File: config.mk
export PLATFORM = sky130hd
export DESIGN_NAME = mem_port_arbiter
export DESIGN_NICKNAME = d
export VERILOG_FILES = /design/src/rtl/mem_port_arbiter.sv
export SDC_FILE = /design/constraint.sdc
export NUM_CORES = 1
export LEC_CHECK = 0
export CELL_PAD_IN_SITES_DETAIL_PLACEMENT = 1
export CELL_PAD_IN_SITES_GLOBAL_PLACEMENT = 1
export CORE_MARGIN = 3
export CORE_UTILIZATION = 30
export CTS_CLUSTER_DIAMETER = 150
export DETAILED_ROUTE_END_ITERATION = 10
export PLACE_DENSITY = 0.91
export SYNTH_ARGS = -nofsm -noshare
export SYNTH_HDL_FRONTEND = slang
export SYNTH_SLANG_ARGS = --single-unit
File: constraint.sdc
create_clock -name clk1 -period 2 [get_ports clk1]
set_input_delay 0.2 -clock clk1 [delete_from_list [all_inputs] [get_ports clk1]]
set_output_delay 0.2 -clock clk1 [all_outputs]
set_load 0.02 [all_outputs]
File: src/rtl/mem_port_arbiter.sv
// Arbitrates a single-ported synchronous memory between instruction fetch (F)
// and data load/store (D); D has priority, bounded by a starvation limit for F.
module mem_port_arbiter #(
  parameter int AW         = 10,
  parameter int MEM_LAT    = 2,
  parameter int STARVE_MAX = 3
) (
  input  logic          clk1,
  input  logic          reset,
  input  logic          f_req,
  input  logic [AW-1:0] f_addr,
  output logic          f_gnt,
  output logic          f_rvalid,
  output logic [31:0]   f_rdata,
  input  logic          d_req,
  input  logic          d_we,
  input  logic [AW-1:0] d_addr,
  input  logic [31:0]   d_wdata,
  output logic          d_gnt,
  output logic          d_rvalid,
  output logic [31:0]   d_rdata,
  output logic          mem_en,
  output logic          mem_we,
  output logic [AW-1:0] mem_addr,
  output logic [31:0]   mem_wdata,
  input  logic [31:0]   mem_rdata,
  output logic          busy
);

  localparam logic [1:0] IDLE  = 2'd0;
  localparam logic [1:0] ISSUE = 2'd1;
  localparam logic [1:0] WAIT  = 2'd2;

  logic [1:0] state;
  logic [2:0] lat_cnt;
  logic [3:0] starve_cnt;
  logic       owner_d;
  logic       cap_we;
  logic       d_win;
  logic       f_win;

  // Winner selection; grants are suppressed while reset is asserted
  always_comb begin
    d_win = 1'b0;
    f_win = 1'b0;
    if (state == IDLE && !reset) begin
      d_win = d_req && !(f_req && (starve_cnt == 4'(STARVE_MAX)));
      f_win = f_req && !d_win;
    end else begin
      d_win = 1'b0;
      f_win = 1'b0;
    end
  end

  assign d_gnt = d_win;
  assign f_gnt = f_win;
  assign busy  = (state != IDLE);

  // Access sequencer: capture on grant, strobe memory, count latency, return data
  always_ff @(posedge clk1) begin
    if (reset) begin
      state      <= IDLE;
      lat_cnt    <= 3'd0;
      starve_cnt <= 4'd0;
      owner_d    <= 1'b0;
      cap_we     <= 1'b0;
      f_rvalid   <= 1'b0;
      f_rdata    <= 32'd0;
      d_rvalid   <= 1'b0;
      d_rdata    <= 32'd0;
      mem_en     <= 1'b0;
      mem_we     <= 1'b0;
      mem_addr   <= '0;
      mem_wdata  <= 32'd0;
    end else begin
      f_rvalid <= 1'b0;
      d_rvalid <= 1'b0;
      mem_en   <= 1'b0;
      mem_we   <= 1'b0;
      case (state)
        IDLE: begin
          if (d_win) begin
            state     <= ISSUE;
            owner_d   <= 1'b1;
            cap_we    <= d_we;
            mem_en    <= 1'b1;
            mem_we    <= d_we;
            mem_addr  <= d_addr;
            mem_wdata <= d_wdata;
            if (!f_req) begin
              starve_cnt <= 4'd0;
            end else if (starve_cnt != 4'(STARVE_MAX)) begin
              starve_cnt <= starve_cnt + 4'd1;
            end else begin
              starve_cnt <= starve_cnt;
            end
          end else if (f_win) begin
            state      <= ISSUE;
            owner_d    <= 1'b0;
            cap_we     <= 1'b0;
            mem_en     <= 1'b1;
            mem_we     <= 1'b0;
            mem_addr   <= f_addr;
            mem_wdata  <= 32'd0;
            starve_cnt <= 4'd0;
          end else begin
            state <= IDLE;
          end
        end
        ISSUE: begin
          lat_cnt <= 3'(MEM_LAT);
          state   <= WAIT;
        end
        WAIT: begin
          // Count of 1 marks the cycle in which mem_rdata is valid
          if (lat_cnt == 3'd1) begin
            state <= IDLE;
            if (owner_d) begin
              d_rvalid <= 1'b1;
              d_rdata  <= cap_we ? 32'd0 : mem_rdata;
            end else begin
              f_rvalid <= 1'b1;
              f_rdata  <= mem_rdata;
            end
          end else begin
            lat_cnt <= lat_cnt - 3'd1;
          end
        end
        default: begin
          state <= IDLE;
        end
      endcase
    end
  end

endmodule

# Yosys cells after proc, flatten, opt, wreduce, memory -nomap -nowiden
# Cells that the tools add are included.
# op_classes
n_addsub	2
eq_ne	8
n_mux	24
n_bitwise	5
reduce_logical	19
# ops
op	n
$mux W32	3
$mux W10	2
$mux W4	4
$mux W1	11
$reduce_and A3 Y1	3
$pmux W2 S3	1
$pmux W3 S2	1
$reduce_bool A2 Y1	3
$reduce_or A3 Y1	2
$not A1 Y1	5
$add A4 B1 Y4 const B	1
$eq A4 B2 Y1 const B	1
$logic_and A1 B1 Y1	4
$ne A2 B2 Y1 const B	2
$ne A4 B2 Y1 const B	1
$reduce_and A2 Y1	2
$eq A3 B1 Y1 const B	1
$logic_not A1 Y1	3
$mux W3	1
$ne A3 B2 Y1 const B	1
$sub A3 B1 Y3 const B	1
$eq A2 B1 Y1 const B	1
$eq A2 B2 Y1 const B	1
$logic_not A2 Y1	1
2 further kinds	2
# totals
reg_bits	121
input_bits	89
output_inout_bits	113
wordCells	71

# Logic depth before layout (Yosys ltp)
# depth
depth_word	10
depth_mapped	8
depth_no_buf	6

# Least setup slack after synthesis
# No wires, ideal clock.
# synth_timing
kind	register to output
start	register starve_cnt[0]
end	output f_gnt
t_arrival_ns	1.386
required_ns	1.800
path_slack_ns	0.414
path_stages_with_launch	5
n_path_buf	0
cell_sequence	dfxtp_1 -> ha_1 -> nand2_1 -> o31a_1 -> nor3_1
# synth_via
elab_chain_cells	7
# synth_lines
item	line	source
start: declaration	36	logic [3:0] starve_cnt;
start signal: assignment	93	starve_cnt <= starve_cnt + 4'd1;
start signal: assignment	95	starve_cnt <= starve_cnt;
$eq A4 B2 Y1	47	d_win = d_req && !(f_req && (starve_cnt == 4'(STARVE_MAX)));
$logic_and A1 B1 Y1	47	
$logic_not A1 Y1	47	
$logic_and A1 B1 Y1	47	
$logic_not A1 Y1	48	f_win = f_req && !d_win;
$logic_and A1 B1 Y1	48	
$mux W1	46	if (state == IDLE && !reset) begin
end: declaration	12	output logic f_gnt,
# No other way between the ends.

# Final worst setup path
# layout_timing
start	register starve_cnt[0]
end	output d_gnt
# layout_via
elab_chain_cells	5
# layout_lines
item	line	source
$eq A4 B2 Y1	47	
$logic_and A1 B1 Y1	47	
$logic_not A1 Y1	47	
$logic_and A1 B1 Y1	47	
$mux W1	46	
end: declaration	19	output logic d_gnt,
# No other way between the ends.

==> run metrics <==
worst hold path class primary input to register; vias in the first global route 4,847; max_slew headroom 51.7%; critical path class register to output port; Power Density 881 nW/µm²; Die H 130 µm; largest net degree at the start of global routing 67; Placer Congestion 0.771; I/O Pins 202; clock skew 7.52 ps; status complete, no violations; Routed WL per cell 16.9 µm; Reg-to-Reg Start starve_cnt[0]$_SDFFE_PP0P_; antenna viol nets, final 0; GRT Overall Usage 18.1%; fmax 0.524 GHz; number of post-CTS setup repair buffers 0; FFs w/ async S/R, synth 0%; Root Buffer clkbuf_16; Post-route DRC 0; CTS tree done; Lkg Pwr 2.61 nW; wire length of the first global-routing pass 24.3 mm; Routed WL 15.3 mm; Final Cell Area 7440 µm²; ANT cells 0; max incr delay on CP 400 ps; part of the Yosys area used for sequential elements 52.5%; Cells after Synth 516; Overflow after GRT 0; syn nets 608; FP Rows 44; Worst-Margin Slew 725 ps; CP max FO 3; Crit path required time 1800 ps; max cap viols 0; Warnings, synthesis 0; Starting Density 31.1%; post-synth cell types 35; post-layout minimum cycle time 1910 ps; post-route clock period utilization 95.4%; Layout area overhead 61.4%; VDD IR max 0.516 mV; CP Capture Type output port; Clock Latency Late Sink 410 ps; Clock Pin Slew Worst Setup and Hold Paths 50 ps; crit path DAT 1710 ps; Top FF cell, synth dfxtp_1; nets@finish 802; Critical path buffers and inverters 3; vias per inst 4.93; drt initial violations 187; Detail Placement HPWL 10.9 mm; EDFF count, synth 0; Crit. Startpoint starve_cnt[0]$_SDFFE_PP0P_; worst hold slack 353 ps; area of the die 16,900 µm²; CTS Hold Bufs 0; hold_sp reset; Vias 4,473; Seq cells post-synth 121; critical path's slowest cell dfxtp_1; initial antenna violation count 0; Worst Setup Start Kind register; Mapped Avg Cell Area 8.94 µm²; Slew Limit Fails 0; Pre-antenna DRT Iters 4; total power 6.56 mW; H-tree lvl count 4; post-place instance area 6790 µm²; core area 14,800 µm²; final hold viol count 0; # setup viols final 0; TritonCTS buffer count 17; Port Buffers 201; Cell Chain, Critical Path ha_4 -> nand2_1 -> buf_4 -> o311ai_4 -> inv_2 -> buf_2; die width 130 µm; crit-path leading delay family flip-flops; CTS sink cnt 121; clock buffer depth 2; cell area after synthesis 4610 µm²; share of layout cells above drive strength 1 8.71%
[cell type report]
| type | count | area [µm²] |
|---|---|---|
| Multi-Input combinational cell | 344 | 1920 |
| Timing Repair Buffer | 218 | 2190 |
| Inverter | 8 | 30.0 |
| Clock buffer | 23 | 508 |
| Fill cell | 1653 | 7370 |
| Sequential cell | 121 | 2420 |
| Tap cell | 184 | 230 |
| Clock inverter | 9 | 135 |
[worst paths after layout]
check	endpoint	slack [ps]	cells past startpoint
worst max-delay path	d_gnt	90	6
worst min-delay path	starve_cnt[3]$_SDFFE_PP0P_	350	5
worst max register to register	mem_wdata[23]$_SDFFE_PP0P_	180	8
worst min register to register	d_rdata[5]$_SDFFE_PP0P_	450	2
[through the flow]
stage                     util, %  cells  TNS [ps]  setup WS, ps
after floorplan                 -    516         0           414
after global placement       45.9    875     -51.1         -51.1
after detailed placement     45.9    875     -42.5         -37.6
after CTS                    50.2    907         0          56.4
after global routing         50.2    907     -18.5         -10.5
final                        50.2    907         0          92.9
[registers in the layout, indices dropped and copies added (netlist names)]
| signal | cells |
|---|---|
| starve_cnt | 4 |
| f_rdata | 32 |
| lat_cnt | 3 |
| cap_we | 1 |
| mem_en | 1 |
| d_rdata | 32 |
| owner_d | 1 |
| state | 2 |
| mem_addr | 10 |
| mem_wdata | 32 |
| d_rvalid | 1 |
| mem_we | 1 |
| f_rvalid | 1 |
[routing by layer]
metal | global-route usage [%] | share of wire (%) | vias to the layer above
li1 | - | - | 2147
met2 | 31.6 | 51 | 162
met4 | 7.40 | 2.1 | 0
met3 | 6.14 | 7.0 | 25
met1 | 20.3 | 40 | 2139
met5 | 0 | 0 | -
[placed cells by master (no fill, tap or decap), types with 3 or more instances in the layout]
master	instances
nor3_1	3
bufinv_16	3
clkdlybuf4s50_1	198
buf_4	14
clkbuf_8	6
clkbuf_16	17
a211oi_1	10
mux2i_1	11
and2_1	3
nand3b_1	33
o21ai_0	4
dfxtp_1	119
clkinvlp_4	3
inv_1	7
nor2_1	53
buf_12	5
nand2_1	101
a21oi_1	69
a22oi_1	35
[cell usage after synthesis (all sizes together) (3+ instances only)]
library cell / count / area, µm²
a211oi: 10 / 75.1
mux2i: 11 / 110
o21ai: 5 / 25.0
ha: 3 / 37.5
buf: 21 / 174
inv: 8 / 30.0
dfxtp: 121 / 2420
nor2: 53 / 199
nor3: 4 / 31.3
a21oi: 69 / 345
and2: 3 / 18.8
nand3b: 33 / 248
a22oi: 35 / 263
nor2b: 3 / 18.8
nand2: 101 / 379
clkbuf: 22 / 82.6
[cells by family (layout without fill, tap and decap cells)]
family                     after synthesis  count (layout)  synth area share (%)
AOI/OAI and AO/OA                      126             126                  17.0
adders and majority gates                3               3                 0.814
buffers and inverters                   51             258                  6.21
DFF                                    121             121                  52.5
muxes                                   11              11                  2.39
and+or+nand+nor                        204             204                  21.1
[worst reg2reg max path, stage by stage, from the launching register on]
cell and delay, ps:
dfxtp_1 400, ha_4 170, nand2_1 80, buf_4 150
o311ai_4 270, inv_2 70, buf_4 240, a22oi_1 260
nor2_1 60
[repair_timing]
action | in CTS | in global routing
gates resized for setup | 11 | 3
endpoints found under the setup margin | 3 | 2
pin swaps | 0 | 0
[report_power, final]
group / internal, mW / total [mW] / switching (mW)
logic: 0.398 / 0.755 / 0.357
clock network: 2.16 / 3.26 / 1.09
registers: 2.49 / 2.54 / 0.0555
total: 5.05 / 6.56 / 1.51
(Power assumes the default switching activity.)
